$ cat src/rtl/cdr_pkg.sv
// Shared definitions for the CDR phase-frequency detector and its lock monitor.
package cdr_pkg;

  localparam int unsigned PFD_CNT_W = 8;

  typedef enum logic [1:0] {
    StIdle,
    StUp,
    StDn,
    StOvl
  } pfd_state_t;

  typedef logic signed [PFD_CNT_W-1:0] phase_err_t;

  // Charge-pump source is on while pulsing up or during the anti-deadzone overlap.
  function automatic logic drives_up(pfd_state_t st);
    return (st == StUp) || (st == StOvl);
  endfunction

  // Charge-pump sink is on while pulsing down or during the anti-deadzone overlap.
  function automatic logic drives_down(pfd_state_t st);
    return (st == StDn) || (st == StOvl);
  endfunction

endpackage

$ cat src/rtl/pfd_cp_driver_if.sv
// Signal bundle between the PFD and the loop controller / charge pump.
// The locked signal exists only when PFD_CP_DRIVER_LOCK_DET_EN is defined.
interface pfd_cp_driver_if #(
  parameter int unsigned CNT_W = cdr_pkg::PFD_CNT_W
) ();

  logic                    en;
  logic                    ref_edge;
  logic                    fb_edge;
  logic                    up;
  logic                    down;
  logic signed [CNT_W-1:0] phase_err;
  logic                    err_valid;
  logic                    sat;
`ifdef PFD_CP_DRIVER_LOCK_DET_EN
  logic                    locked;
`endif

  modport master (
    output en, ref_edge, fb_edge,
`ifdef PFD_CP_DRIVER_LOCK_DET_EN
    input  locked,
`endif
    input  up, down, phase_err, err_valid, sat
  );

  modport slave (
    input  en, ref_edge, fb_edge,
`ifdef PFD_CP_DRIVER_LOCK_DET_EN
    output locked,
`endif
    output up, down, phase_err, err_valid, sat
  );

endinterface

$ cat src/rtl/pfd_lock_det.sv
// Lock monitor: counts consecutive in-window comparisons and flags lock.
module pfd_lock_det #(
  parameter int unsigned CNT_W    = cdr_pkg::PFD_CNT_W,
  parameter int unsigned LOCK_WIN = 2,
  parameter int unsigned LOCK_CNT = 16
) (
  input  logic                    clk,
  input  logic                    rst_n,
  input  logic                    en,
  input  logic                    err_valid,
  input  logic                    sat,
  input  logic signed [CNT_W-1:0] phase_err,
  output logic                    locked
);

  localparam int unsigned     RunW   = $clog2(LOCK_CNT + 1);
  localparam logic [RunW-1:0] RunMax = RunW'(LOCK_CNT);
  localparam logic [CNT_W-1:0] Win   = CNT_W'(LOCK_WIN);

  logic [CNT_W-1:0] mag;
  logic             in_win;
  logic [RunW-1:0]  run_q, run_d;
  logic             locked_q;

  // Next run length: grow on in-window results, saturate at LOCK_CNT, clear otherwise.
  always_comb begin
    // Magnitude cannot overflow since |phase_err| <= MAX_PULSE < 2**(CNT_W-1).
    mag    = phase_err[CNT_W-1] ? $unsigned(-phase_err) : $unsigned(phase_err);
    in_win = (mag <= Win);
    run_d  = run_q;
    if (!en || sat) begin
      run_d = '0;
    end else if (err_valid) begin
      if (!in_win) begin
        run_d = '0;
      end else if (run_q != RunMax) begin
        run_d = run_q + 1'b1;
      end
    end
  end

  // Run counter and registered lock flag.
  always_ff @(posedge clk or negedge rst_n) begin
    if (!rst_n) begin
      run_q    <= '0;
      locked_q <= 1'b0;
    end else begin
      run_q    <= run_d;
      locked_q <= (run_d == RunMax);
    end
  end

  assign locked = locked_q;

endmodule

$ cat src/rtl/pfd_cp_driver.sv
// Digital phase-frequency detector driving charge-pump up/down controls.
// Optional lock detector enabled by defining PFD_CP_DRIVER_LOCK_DET_EN.
module pfd_cp_driver
  import cdr_pkg::*;
#(
  parameter int unsigned RST_DLY   = 2,
  parameter int unsigned MAX_PULSE = 64,
  parameter int unsigned CNT_W     = PFD_CNT_W
`ifdef PFD_CP_DRIVER_LOCK_DET_EN
  ,
  parameter int unsigned LOCK_WIN  = 2,
  parameter int unsigned LOCK_CNT  = 16
`endif
) (
  input logic            clk,
  input logic            rst_n,
  pfd_cp_driver_if.slave bus
);

  localparam logic [CNT_W-1:0] MaxCnt   = CNT_W'(MAX_PULSE);
  localparam logic [CNT_W-1:0] DlyCnt   = CNT_W'(RST_DLY);
  // With no overlap window a finished comparison returns straight to idle.
  localparam pfd_state_t       AfterCmp = (RST_DLY == 0) ? StIdle : StOvl;

  pfd_state_t              state_q, state_d;
  logic [CNT_W-1:0]        cnt_q, cnt_d;
  logic                    pend_ref_q, pend_ref_d;
  logic                    pend_fb_q, pend_fb_d;
  logic                    up_q, down_q;
  logic signed [CNT_W-1:0] err_q, err_d;
  logic                    err_valid_q, err_valid_d;
  logic                    sat_q, sat_d;
  logic                    ref_eff, fb_eff;

  // Next-state, pulse counter, pending replay and error reporting.
  always_comb begin
    state_d     = state_q;
    cnt_d       = cnt_q;
    pend_ref_d  = pend_ref_q;
    pend_fb_d   = pend_fb_q;
    err_d       = err_q;
    err_valid_d = 1'b0;
    sat_d       = 1'b0;
    // Strobes held over from the overlap window replay alongside live strobes.
    ref_eff     = bus.ref_edge | pend_ref_q;
    fb_eff      = bus.fb_edge | pend_fb_q;

    if (!bus.en) begin
      state_d    = StIdle;
      cnt_d      = '0;
      pend_ref_d = 1'b0;
      pend_fb_d  = 1'b0;
    end else begin
      unique case (state_q)
        StIdle: begin
          pend_ref_d = 1'b0;
          pend_fb_d  = 1'b0;
          if (ref_eff && fb_eff) begin
            state_d     = AfterCmp;
            cnt_d       = DlyCnt;
            err_d       = '0;
            err_valid_d = 1'b1;
          end else if (ref_eff) begin
            state_d = StUp;
            cnt_d   = CNT_W'(1);
          end else if (fb_eff) begin
            state_d = StDn;
            cnt_d   = CNT_W'(1);
          end
        end
        StUp: begin
          if (bus.fb_edge) begin
            state_d     = AfterCmp;
            cnt_d       = DlyCnt;
            err_d       = $signed(cnt_q);
            err_valid_d = 1'b1;
          end else if (cnt_q == MaxCnt) begin
            state_d     = StIdle;
            cnt_d       = '0;
            err_d       = $signed(MaxCnt);
            err_valid_d = 1'b1;
            sat_d       = 1'b1;
          end else begin
            cnt_d = cnt_q + 1'b1;
          end
        end
        StDn: begin
          if (bus.ref_edge) begin
            state_d     = AfterCmp;
            cnt_d       = DlyCnt;
            err_d       = -$signed(cnt_q);
            err_valid_d = 1'b1;
          end else if (cnt_q == MaxCnt) begin
            state_d     = StIdle;
            cnt_d       = '0;
            err_d       = -$signed(MaxCnt);
            err_valid_d = 1'b1;
            sat_d       = 1'b1;
          end else begin
            cnt_d = cnt_q + 1'b1;
          end
        end
        StOvl: begin
          // One-deep capture; repeats of the same strobe are dropped.
          pend_ref_d = pend_ref_q | bus.ref_edge;
          pend_fb_d  = pend_fb_q | bus.fb_edge;
          if (cnt_q > CNT_W'(1)) begin
            cnt_d = cnt_q - 1'b1;
          end else begin
            state_d = StIdle;
            cnt_d   = '0;
          end
        end
        default: state_d = StIdle;
      endcase
    end
  end

  // State and registered outputs.
  always_ff @(posedge clk or negedge rst_n) begin
    if (!rst_n) begin
      state_q     <= StIdle;
      cnt_q       <= '0;
      pend_ref_q  <= 1'b0;
      pend_fb_q   <= 1'b0;
      up_q        <= 1'b0;
      down_q      <= 1'b0;
      err_q       <= '0;
      err_valid_q <= 1'b0;
      sat_q       <= 1'b0;
    end else begin
      state_q     <= state_d;
      cnt_q       <= cnt_d;
      pend_ref_q  <= pend_ref_d;
      pend_fb_q   <= pend_fb_d;
      up_q        <= drives_up(state_d);
      down_q      <= drives_down(state_d);
      err_q       <= err_d;
      err_valid_q <= err_valid_d;
      sat_q       <= sat_d;
    end
  end

  assign bus.up        = up_q;
  assign bus.down      = down_q;
  assign bus.phase_err = err_q;
  assign bus.err_valid = err_valid_q;
  assign bus.sat       = sat_q;

`ifdef PFD_CP_DRIVER_LOCK_DET_EN
  logic locked;

  pfd_lock_det #(
    .CNT_W   (CNT_W),
    .LOCK_WIN(LOCK_WIN),
    .LOCK_CNT(LOCK_CNT)
  ) u_lock_det (
    .clk      (clk),
    .rst_n    (rst_n),
    .en       (bus.en),
    .err_valid(err_valid_q),
    .sat      (sat_q),
    .phase_err(err_q),
    .locked   (locked)
  );

  assign bus.locked = locked;
`endif

endmodule

$ cat src/flat_wrapper.sv
// flat-port wrapper written by rule: the top's interface ports become plain ports
module pfd_cp_driver_flat import cdr_pkg::*;
#(
  parameter int unsigned RST_DLY   = 2,
  parameter int unsigned MAX_PULSE = 64,
  parameter int unsigned CNT_W     = PFD_CNT_W

)
  (clk, rst_n, bus_en, bus_ref_edge, bus_fb_edge, bus_up, bus_down, bus_phase_err, bus_err_valid, bus_sat);
  pfd_cp_driver_if #(.CNT_W(CNT_W)) bus_i ();
  input logic clk;
  input logic rst_n;
  input wire logic [$bits(bus_i.en)-1:0] bus_en;
  input wire logic [$bits(bus_i.ref_edge)-1:0] bus_ref_edge;
  input wire logic [$bits(bus_i.fb_edge)-1:0] bus_fb_edge;
  output wire logic [$bits(bus_i.up)-1:0] bus_up;
  output wire logic [$bits(bus_i.down)-1:0] bus_down;
  output wire logic [$bits(bus_i.phase_err)-1:0] bus_phase_err;
  output wire logic [$bits(bus_i.err_valid)-1:0] bus_err_valid;
  output wire logic [$bits(bus_i.sat)-1:0] bus_sat;
  assign bus_i.en = bus_en;
  assign bus_i.ref_edge = bus_ref_edge;
  assign bus_i.fb_edge = bus_fb_edge;
  assign bus_up = bus_i.up;
  assign bus_down = bus_i.down;
  assign bus_phase_err = bus_i.phase_err;
  assign bus_err_valid = bus_i.err_valid;
  assign bus_sat = bus_i.sat;
  pfd_cp_driver #(.RST_DLY(RST_DLY), .MAX_PULSE(MAX_PULSE), .CNT_W(CNT_W)) u_core (.clk(clk), .rst_n(rst_n), .bus(bus_i));
endmodule
$ cat config.mk
export PLATFORM = sky130hd
export DESIGN_NAME = pfd_cp_driver_flat
export DESIGN_NICKNAME = d
export VERILOG_FILES = /design/src/rtl/cdr_pkg.sv /design/src/rtl/pfd_cp_driver_if.sv /design/src/rtl/pfd_lock_det.sv /design/src/rtl/pfd_cp_driver.sv /design/src/flat_wrapper.sv
export SDC_FILE = /design/constraint.sdc
export NUM_CORES = 1
export LEC_CHECK = 0
export CAP_MARGIN = 20
export CORE_MARGIN = 3
export CORE_UTILIZATION = 35
export DETAILED_ROUTE_END_ITERATION = 12
export PLACE_DENSITY = 0.52
export SLEW_MARGIN = 10
export SYNTH_ARGS = -nofsm -noshare
export SYNTH_HDL_FRONTEND = slang
export SYNTH_SLANG_ARGS = --single-unit
$ cat constraint.sdc
create_clock -name clk -period 1.9 [get_ports clk]
set_input_delay 0.285 -clock clk [delete_from_list [all_inputs] [get_ports clk]]
set_output_delay 0.285 -clock clk [all_outputs]
set_load 0.005 [all_outputs]
==> results of run 1 <==
sequential cells by signal, summed over array words and instances (netlist names):
name / cells
u_core.cnt_q: 8
u_core.pend_fb_q: 1
u_core.pend_ref_q: 1
u_core.bus.up: 1
u_core.bus.phase_err: 8
u_core.bus.err_valid: 1
u_core.bus.down: 1
u_core.bus.sat: 1
u_core.state_q: 1
power breakdown:
part	total (uW)	internal [uW]	switching, uW	leakage [uW]
Sequential	721	612	109	0.000313
Clock	321	147	174	0.0000255
Combinational	1810	847	967	0.000586
stage by stage:
stage	TNS [ns]	total power, uW	util [%]	hold slack [ns]
floorplan	0	1760	-	-0.01059
global placement	0	2418	46.61	0.4758
detailed placement	-0.05704	2437	46.61	0.4750
CTS	0	2773	47.64	0.3710
global route	-0.1677	3078	48.83	0.3854
finish	0	2855	48.83	0.3600
synthesized netlist by cell type (all sizes together) (2+ instances only):
master and number:
dfrtp 23, nand2 18, inv 11, a21oi 10
nor2 10, ha 8, nor3 8, o21ai 8
a32oi 7, nand3 7, o2bb2ai 7, clkbuf 6
a22oi 5, a31oi 5, nor2b 5, and2 4
nand2b 4, or3 4, a21o 3, buf 3
xnor2 3, a221oi 2, a311oi 2, nand3b 2
nor3b 2, o22ai 2, o31ai 2, or4 2
critical path, stage by stage, from the launching register on:
cell and delay [ns]:
dfrtp_1 0.40, or4_4 0.60, or3_4 0.47, a32oi_1 0.20
o22ai_1 0.10
worst min-delay path by stage:
stage / slack, ns / startpoint / cells past startpoint / to
floorplan: -0.01 / rst_n / 0 / u_core.bus.down
detailed placement: 0.47 / u_core.bus.phase_err[6] / 1 / u_core.bus.phase_err[6]
finish: 0.36 / rst_n / 2 / u_core.bus.err_valid
global route: 0.39 / rst_n / 2 / u_core.pend_fb_q
CTS: 0.37 / rst_n / 2 / u_core.bus.err_valid
global placement: 0.48 / u_core.bus.phase_err[3] / 1 / u_core.bus.phase_err[3]
layout make-up:
class | instances | area share [%]
multi-input combinational | 147 | 48.52
timing repair buffer | 48 | 18.37
clock inverter | 1 | 0.2275
sequential | 23 | 26.17
tap | 52 | 2.958
clock buffer | 3 | 1.877
inverter | 11 | 1.877
per-layer routing:
| metal | wire length (um) | part of all wire [%] |
|---|---|---|
| met5 | 0 | 0 |
| met4 | 47 | 0.96 |
| met3 | 214 | 4.4 |
| met2 | 2287 | 47 |
| met1 | 2363 | 48 |
cells by family after synthesis:
group,after synthesis
AND/OR/NAND/NOR,69
AO/OA/AOI/OAI,64
flip-flops,23
buffers and inverters,20
adder cells (fa/ha/maj),8
XOR/XNOR,4
multiplexers,1
==> impl_metrics.json, run 1 <==
{
  "dp_hpwl_um": 3669,
  "syn_to_final_growth_pct": 30.61,
  "fillCellCount": 453,
  "rsz0062_at_grt": "true",
  "final_common_cell": "buf_4",
  "grt_usage_pct": 18.45,
  "wire_per_inst_um": 17.24,
  "dpl_cell_area_um2": 2100,
  "design_area_um2": 2200,
  "via_per_inst": 5.835,
  "critPathLaunch": "u_core.cnt_q[3]",
  "r2r-start": "u_core.cnt_q[3]",
  "grt_max_degree": 24,
  "muxShareOfSynthArea_pct": 0.8915,
  "syn_inst": 189,
  "initial_utilization_pct": 37.39,
  "tightest_slew_ns": 0.3932,
  "r2r_setup_slack_ns": 0.03,
  "drive_gt1_share_pct": 22.75,
  "syn_avg_cell_area_um2": 8.911,
  "outcome": "completed",
  "setup_viol": 0,
  "instances_no_fill": 285,
  "met3_usage_pct": 3.826,
  "routed_wl_um": 4912,
  "die_y_um": 75.37,
  "grt_pass1_wl_um": 7921,
  "path_class": "reg -> reg",
  "yosys_warnings": 0,
  "yosysTopAreaCell": "dfrtp_1",
  "clkTransAtPathRegs_ns": 0.09,
  "h-tree-depth": 1,
  "core_area_um2": 4504,
  "synth_simple_gate_area_share_pct": 23.03,
  "worstRegToRegCells": 4,
  "antenna_left": 0,
  "synth_adder_area_share_pct": 5.944,
  "grt_util_met2_pct": 30.11,
  "fin_crit_sh_pct": 98.67,
  "seq_area_um2": 575.6,
  "synth_ff_type": "dfrtp_1",
  "final-max-slew-violation-count": 0,
  "antenna_found_initial": 0,
  "synth_top_family_by_area": "compound AO/OA/AOI/OAI gates",
  "drtIter0Drc": 141,
  "gr-usage-met1_pct": 25.27,
  "num_vias": 1663,
  "cts_resized": 0,
  "fmax_mhz": 533.4,
  "final_cell_mix": "buf_4, dfrtp_1, nand2_1",
  "die_w_um": 75.37,
  "num_antenna_cells": 0,
  "synth_seq_cells": 23,
  "io_pins": 17,
  "synth_edf_count": 0,
  "synth_area_leaders": "dfrtp_1, ha_1, nand2_1",
  "yosysTopAreaCellShare_pct": 34.18,
  "crit_arrival_ns": 2.04,
  "synthArstFlopShare_pct": 100.0,
  "numPortBuffers": 16,
  "busiest_layer": "met2",
  "cts_tree": "built",
  "finClkSkew_ns": 0.008473,
  "powerDensity_nw_per_um2": 1298,
  "dr.pass1.iters": 4,
  "hold_viol_final": 0,
  "multiInputGateArea_um2": 1067,
  "slew_headroom_pct": 73.58,
  "cts_hold_buf": 0,
  "finalWorstPathRequiredPeriod_ns": 1.875,
  "fin_nets": 247,
  "cts_setup_buffers": 0,
  "gp_congestion": 0.8723,
  "cp_max_fo": 6,
  "hp-class": "in -> async",
  "start_kind": "flip-flop",
  "syn-cell-area_um2": 1684,
  "synth_compound_area_share_pct": 28.45,
  "grt_overflow_total": 0,
  "root_buffer": "clkbuf_8",
  "synth_nets": 202,
  "clock_sinks": 23,
  "layout_setup_ws_ns": 0.02518,
  "cts_buffers": 3,
  "synth_cell_types": 50,
  "r2r_end": "u_core.cnt_q[4]",
  "max-cap-violations": 0,
  "crit_required_ns": 2.06,
  "grt_pass1_vias": 1626,
  "worstSkewPairLatency_ns": 0.27,
  "dpl_worst_slack_ns": -0.02349,
  "crit_end": "u_core.cnt_q[4]",
  "core.rowCount": 24,
  "p_leak_uw": 0.0009250,
  "cp-end-kind": "flip-flop",
  "seq_area_frac_synth_pct": 34.18,
  "max-vdd-ir-drop_mv": 0.6253,
  "drc": 0,
  "dp.cells": 280,
  "die-area_um2": 5680,
  "synth-xor-area-share_pct": 2.080,
  "cts_max_path_buffers": 2
}
No activity file was read; power rests on OpenSTA's default activity.
==> run 2, diff against run 1 <==
--- a/config.mk
+++ b/config.mk
@@ -9,8 +9,9 @@
 export CORE_MARGIN = 3
 export CORE_UTILIZATION = 35
 export DETAILED_ROUTE_END_ITERATION = 12
-export PLACE_DENSITY = 0.52
+export SETUP_SLACK_MARGIN = 0.02
 export SLEW_MARGIN = 10
 export SYNTH_ARGS = -nofsm -noshare
 export SYNTH_HDL_FRONTEND = slang
 export SYNTH_SLANG_ARGS = --single-unit
+export TNS_END_PERCENT = 30
==> run 2 against run 1 <==
Power shrank 2.0%; non-clock buffer count fell by 2; sequential cell count unchanged; wire length decreased by 7.0%; sequential share of layout area rose by 0.53 points; fmax increased by 1.9%; design area down 2.0%.
==> impl_metrics.json, run 2 (synthesis results as in run 1) <==
{
  "rsz0062_at_grt": "true",
  "p_leak_uw": 0.0009109,
  "die_y_um": 75.37,
  "numPortBuffers": 16,
  "io_pins": 17,
  "grt_overflow_total": 0,
  "hold_viol_final": 0,
  "cts_hold_buf": 0,
  "wire_per_inst_um": 16.20,
  "num_vias": 1611,
  "cts_max_path_buffers": 2,
  "r2r_setup_slack_ns": 0.06,
  "whs_ns": 0.3674,
  "cp_max_fo": 11,
  "tightest_slew_ns": 0.4019,
  "core.rowCount": 24,
  "start_kind": "flip-flop",
  "crit_arrival_ns": 1.99,
  "grt_max_degree": 24,
  "cp-end-kind": "flip-flop",
  "num_antenna_cells": 0,
  "r2r_end": "u_core.cnt_q[2]",
  "antenna_left": 0,
  "gp_congestion": 0.8383,
  "root_buffer": "clkbuf_8",
  "initial_utilization_pct": 37.39,
  "fmax_mhz": 543.6,
  "drtIter0Drc": 177,
  "final_cell_mix": "buf_4, dfrtp_1, nand2_1",
  "die_w_um": 75.37,
  "clkTransAtPathRegs_ns": 0.09,
  "routed_wl_um": 4569,
  "post-route-util_pct": 47.86,
  "final-max-slew-violation-count": 0,
  "drive_gt1_share_pct": 20.00,
  "final_common_cell": "buf_4",
  "cts_buffers": 3,
  "max-vdd-ir-drop_mv": 0.6494,
  "r2r-start": "u_core.cnt_q[3]",
  "h-tree-depth": 1,
  "crit_required_ns": 2.05,
  "worstRegToRegCells": 4,
  "worstSkewPairLatency_ns": 0.27,
  "finClkSkew_ns": 0.004127,
  "cts_tree": "built",
  "via_per_inst": 5.713,
  "outcome": "completed",
  "finalWorstPathRequiredPeriod_ns": 1.840,
  "clock_sinks": 23,
  "die-area_um2": 5680,
  "fin_nets": 244,
  "antenna_found_initial": 0,
  "grt_pass1_wl_um": 7645,
  "dp_hpwl_um": 3367,
  "setup_viol": 0,
  "fillCellCount": 443,
  "syn_to_final_growth_pct": 28.01,
  "grt_pass1_vias": 1537,
  "fin_crit_sh_pct": 96.83,
  "path_class": "reg -> reg",
  "max-cap-violations": 0,
  "grt_usage_pct": 17.91,
  "hp-class": "in -> async",
  "drc": 0,
  "powerDensity_nw_per_um2": 1298,
  "dr.pass1.iters": 4,
  "core_area_um2": 4504,
  "slew_headroom_pct": 73.15
}
==> run 2: metal layers <==
layer,wire length [um],vias up,global-route usage (%)
met5,0,-,0
met1,2340,777,27.63
li1,-,793,-
met4,82,0,6.408
met2,1952,36,25.31
met3,193,5,2.507
==> run 2: worst max path at each step <==
| stage | start | end | slack (ns) | depth (start not counted) |
|---|---|---|---|---|
| after floorplan | u_core.cnt_q[4] | u_core.bus.phase_err[0] | 0.04 | 5 |
| after global placement | bus_ref_edge | u_core.cnt_q[1] | -0.02 | 6 |
| after detailed placement | bus_ref_edge | u_core.bus.phase_err[7] | -0.04 | 5 |
| after CTS | u_core.cnt_q[3] | u_core.cnt_q[2] | 0.05 | 4 |
| after global routing | u_core.cnt_q[3] | u_core.cnt_q[2] | -0.008 | 4 |
| final | u_core.cnt_q[3] | u_core.cnt_q[2] | 0.06 | 4 |
==> run 2: report_power, final <==
part / switching, uW / internal, uW
Sequential: 100 / 611
Clock: 169 / 150
Combinational: 938 / 829
==> run 2: repair_timing <==
action | 4_1_cts | 5_1_grt
resized for setup | 0 | 5
setup buffers | 0 | 2
setup endpoints to repair | 0 | 14
==> run 2: cell type report <==
type                            count  area (um2)  area share (%)
Tap cell                           52       65.06           3.018
Multi-Input combinational cell    146        1040           48.23
Inverter                           11       41.29           1.915
Sequential cell                    23       575.6           26.70
Timing Repair Buffer               46       389.1           18.05
Clock buffer                        4       45.04           2.089
==> run 2: critical path, cell delays in order (launching register included) <==
cell and delay, ns:
dfrtp_1 0.39, or4_4 0.59, or3_4 0.44, a32oi_1 0.20, o21ai_0 0.11
==> run 2: per-stage QoR <==
stage	setup WS, ns	TNS (ns)	power, uW	instance area (um2)	cells
5_1_grt	-0.008122	-0.01066	3042	2156	282
6_report	0.06030	0	2799	2156	282
3_5_place_dp	-0.03671	-0.08102	2404	2069	276
4_1_cts	0.05055	0	2742	2115	280
3_3_place_gp	-0.02100	-0.03176	2410	2069	276
2_1_floorplan	0.03712	0	1761	1684	189
==> run 3, diff against run 2 <==
--- a/config.mk
+++ b/config.mk
@@ -8,6 +8,7 @@
 export CAP_MARGIN = 20
 export CORE_MARGIN = 3
 export CORE_UTILIZATION = 35
+export CTS_BUF_LIST = sky130_fd_sc_hd__clkbuf_16
 export DETAILED_ROUTE_END_ITERATION = 12
 export SETUP_SLACK_MARGIN = 0.02
 export SLEW_MARGIN = 10
==> run 3 against run 2 <==
Power up 5.2%; sequential share of layout area fell by 0.41 points; design area grew 1.6%; utilization rose by 0.75 points; clock skew down 0.0021 ns; clock-buffer cell count down 1; die area unchanged; global-route usage down 0.082 points; sequential power about the same; clock power grew 44%; largest power group unchanged; highest routed layer unchanged.
==> impl_metrics.json, run 3 (synthesis results as in run 1) <==
{
  "combPwrFrac_pct": 60.1,
  "final_cell_mix": "buf_4, dfrtp_1, nand2_1",
  "final-max-slew-violation-count": 0,
  "clkPwrFrac_pct": 15.6,
  "grt_overflow_total": 0,
  "finClkSkew_ns": 0.002055,
  "final_common_cell": "buf_4",
  "h-tree-depth": 1,
  "core_area_um2": 4504,
  "via_per_inst": 5.748,
  "cts_buffers": 3,
  "num_antenna_cells": 0,
  "crit_arrival_ns": 1.96,
  "dp.cells": 276,
  "crit_required_ns": 2.03,
  "rsz0062_at_grt": "true",
  "intPower_uw": 1723,
  "slew_headroom_pct": 73.44,
  "cts_hold_buf": 0,
  "root_buffer": "clkbuf_16",
  "path_cells": "or4_4 > or3_4 > a32oi_1 > o21ai_0",
  "p_switching_uw": 1220,
  "initial_utilization_pct": 37.39,
  "die_w_um": 75.37,
  "hold_viol_final": 0,
  "die-area_um2": 5680,
  "outcome": "completed",
  "p_sw_share_pct": 41.45,
  "grt_pass1_vias": 1552,
  "start_kind": "flip-flop",
  "dp_hpwl_um": 3367,
  "setup_viol": 0,
  "hp-class": "in -> async",
  "cp_slowest_cell": "or4_4",
  "critical-path-max-stage-delay_ns": 0.57,
  "dr.pass1.iters": 4,
  "path_class": "reg -> reg",
  "cp-end-kind": "flip-flop",
  "routed_wl_um": 4557,
  "crit_family": "simple AND/OR/NAND/NOR gates",
  "syn_to_final_growth_pct": 30.01,
  "numPortBuffers": 16,
  "wire_per_inst_um": 16.16,
  "drive_gt1_share_pct": 20.00,
  "cp_max_fo": 11,
  "antenna_found_initial": 0,
  "num_vias": 1621,
  "grt_usage_pct": 17.83,
  "post-route-util_pct": 48.61,
  "cts_max_path_buffers": 2,
  "antenna_left": 0,
  "fin_nets": 244,
  "grt_max_degree": 24,
  "drtIter0Drc": 137,
  "fmax_mhz": 545.0,
  "tightest_slew_ns": 0.3976,
  "worstSkewPairLatency_ns": 0.26,
  "max-vdd-ir-drop_mv": 0.6492,
  "path_buf_inv": 0,
  "core.rowCount": 24,
  "max-cap-violations": 0,
  "tns_ns": 0,
  "design_area_um2": 2190,
  "grt_pass1_wl_um": 7672,
  "dpl_cell_area_um2": 2069,
  "powerDensity_nw_per_um2": 1344,
  "io_pins": 17,
  "die_y_um": 75.37,
  "finalWorstPathRequiredPeriod_ns": 1.835,
  "clock_sinks": 23,
  "seqPwrFrac_pct": 24.2,
  "instances_no_fill": 282,
  "p_leak_uw": 0.0009304,
  "gp_congestion": 0.8383,
  "clkTransAtPathRegs_ns": 0.06,
  "drc": 0,
  "cts_tree": "built",
  "fin_crit_sh_pct": 96.57
}
[run 3: area by class of cell]
cell class | instances | area [um2]
Multi-Input combinational cell | 146 | 1040
Clock inverter | 1 | 3.754
Clock buffer | 3 | 75.07
Fill cell | 434 | 2315
Inverter | 11 | 41.29
Timing Repair Buffer | 46 | 389.1
Sequential cell | 23 | 575.6
Tap cell | 52 | 65.06
[run 3: metrics by stage]
stage          hold WS [ns]  setup slack [ns]  total power (uW)
4_1_cts              0.3987           0.05412              2888
3_5_place_dp         0.4728          -0.03671              2404
2_1_floorplan      -0.01059           0.03712              1761
6_report             0.3893           0.06509              2943
5_1_grt              0.4206         -0.002788              3179
3_3_place_gp         0.4705          -0.02100              2410
[run 3: timing repair]
action                     in CTS  in global routing
setup buffers                   0                  2
resized for setup               0                  5
setup endpoints to repair       0                 14
[run 3: path summary, 6_finish.rpt]
check / cells after the start / slack (ns) / start / end
max: 4 / 0.07 / u_core.cnt_q[2] / u_core.cnt_q[2]
min: 2 / 0.39 / rst_n / u_core.cnt_q[0]
max reg2reg: 4 / 0.07 / u_core.cnt_q[2] / u_core.cnt_q[2]
min reg2reg: 1 / 0.49 / u_core.bus.phase_err[1] / u_core.bus.phase_err[1]
max in group asynchronous: 2 / 1.27 / rst_n / u_core.bus.phase_err[3]
min in group clk: 1 / 0.49 / u_core.bus.phase_err[1] / u_core.bus.phase_err[1]
[run 3: layer usage]
| metal | track usage, % | part of all wire (%) | routed length (um) |
|---|---|---|---|
| met5 | 0 | 0 | 0 |
| met4 | 5.825 | 1.6 | 72 |
| met3 | 2.111 | 3.8 | 174 |
| met2 | 25.70 | 43 | 1974 |
| met1 | 27.55 | 51 | 2337 |
[run 3: power groups by stage]
stage	logic (uW)	clock network (uW)	registers, uW
finish	1770	460	713
global route	1940	498	737
CTS	1700	479	713
detailed placement	1680	0	721
global placement	1690	0	721
floorplan	1040	0	724
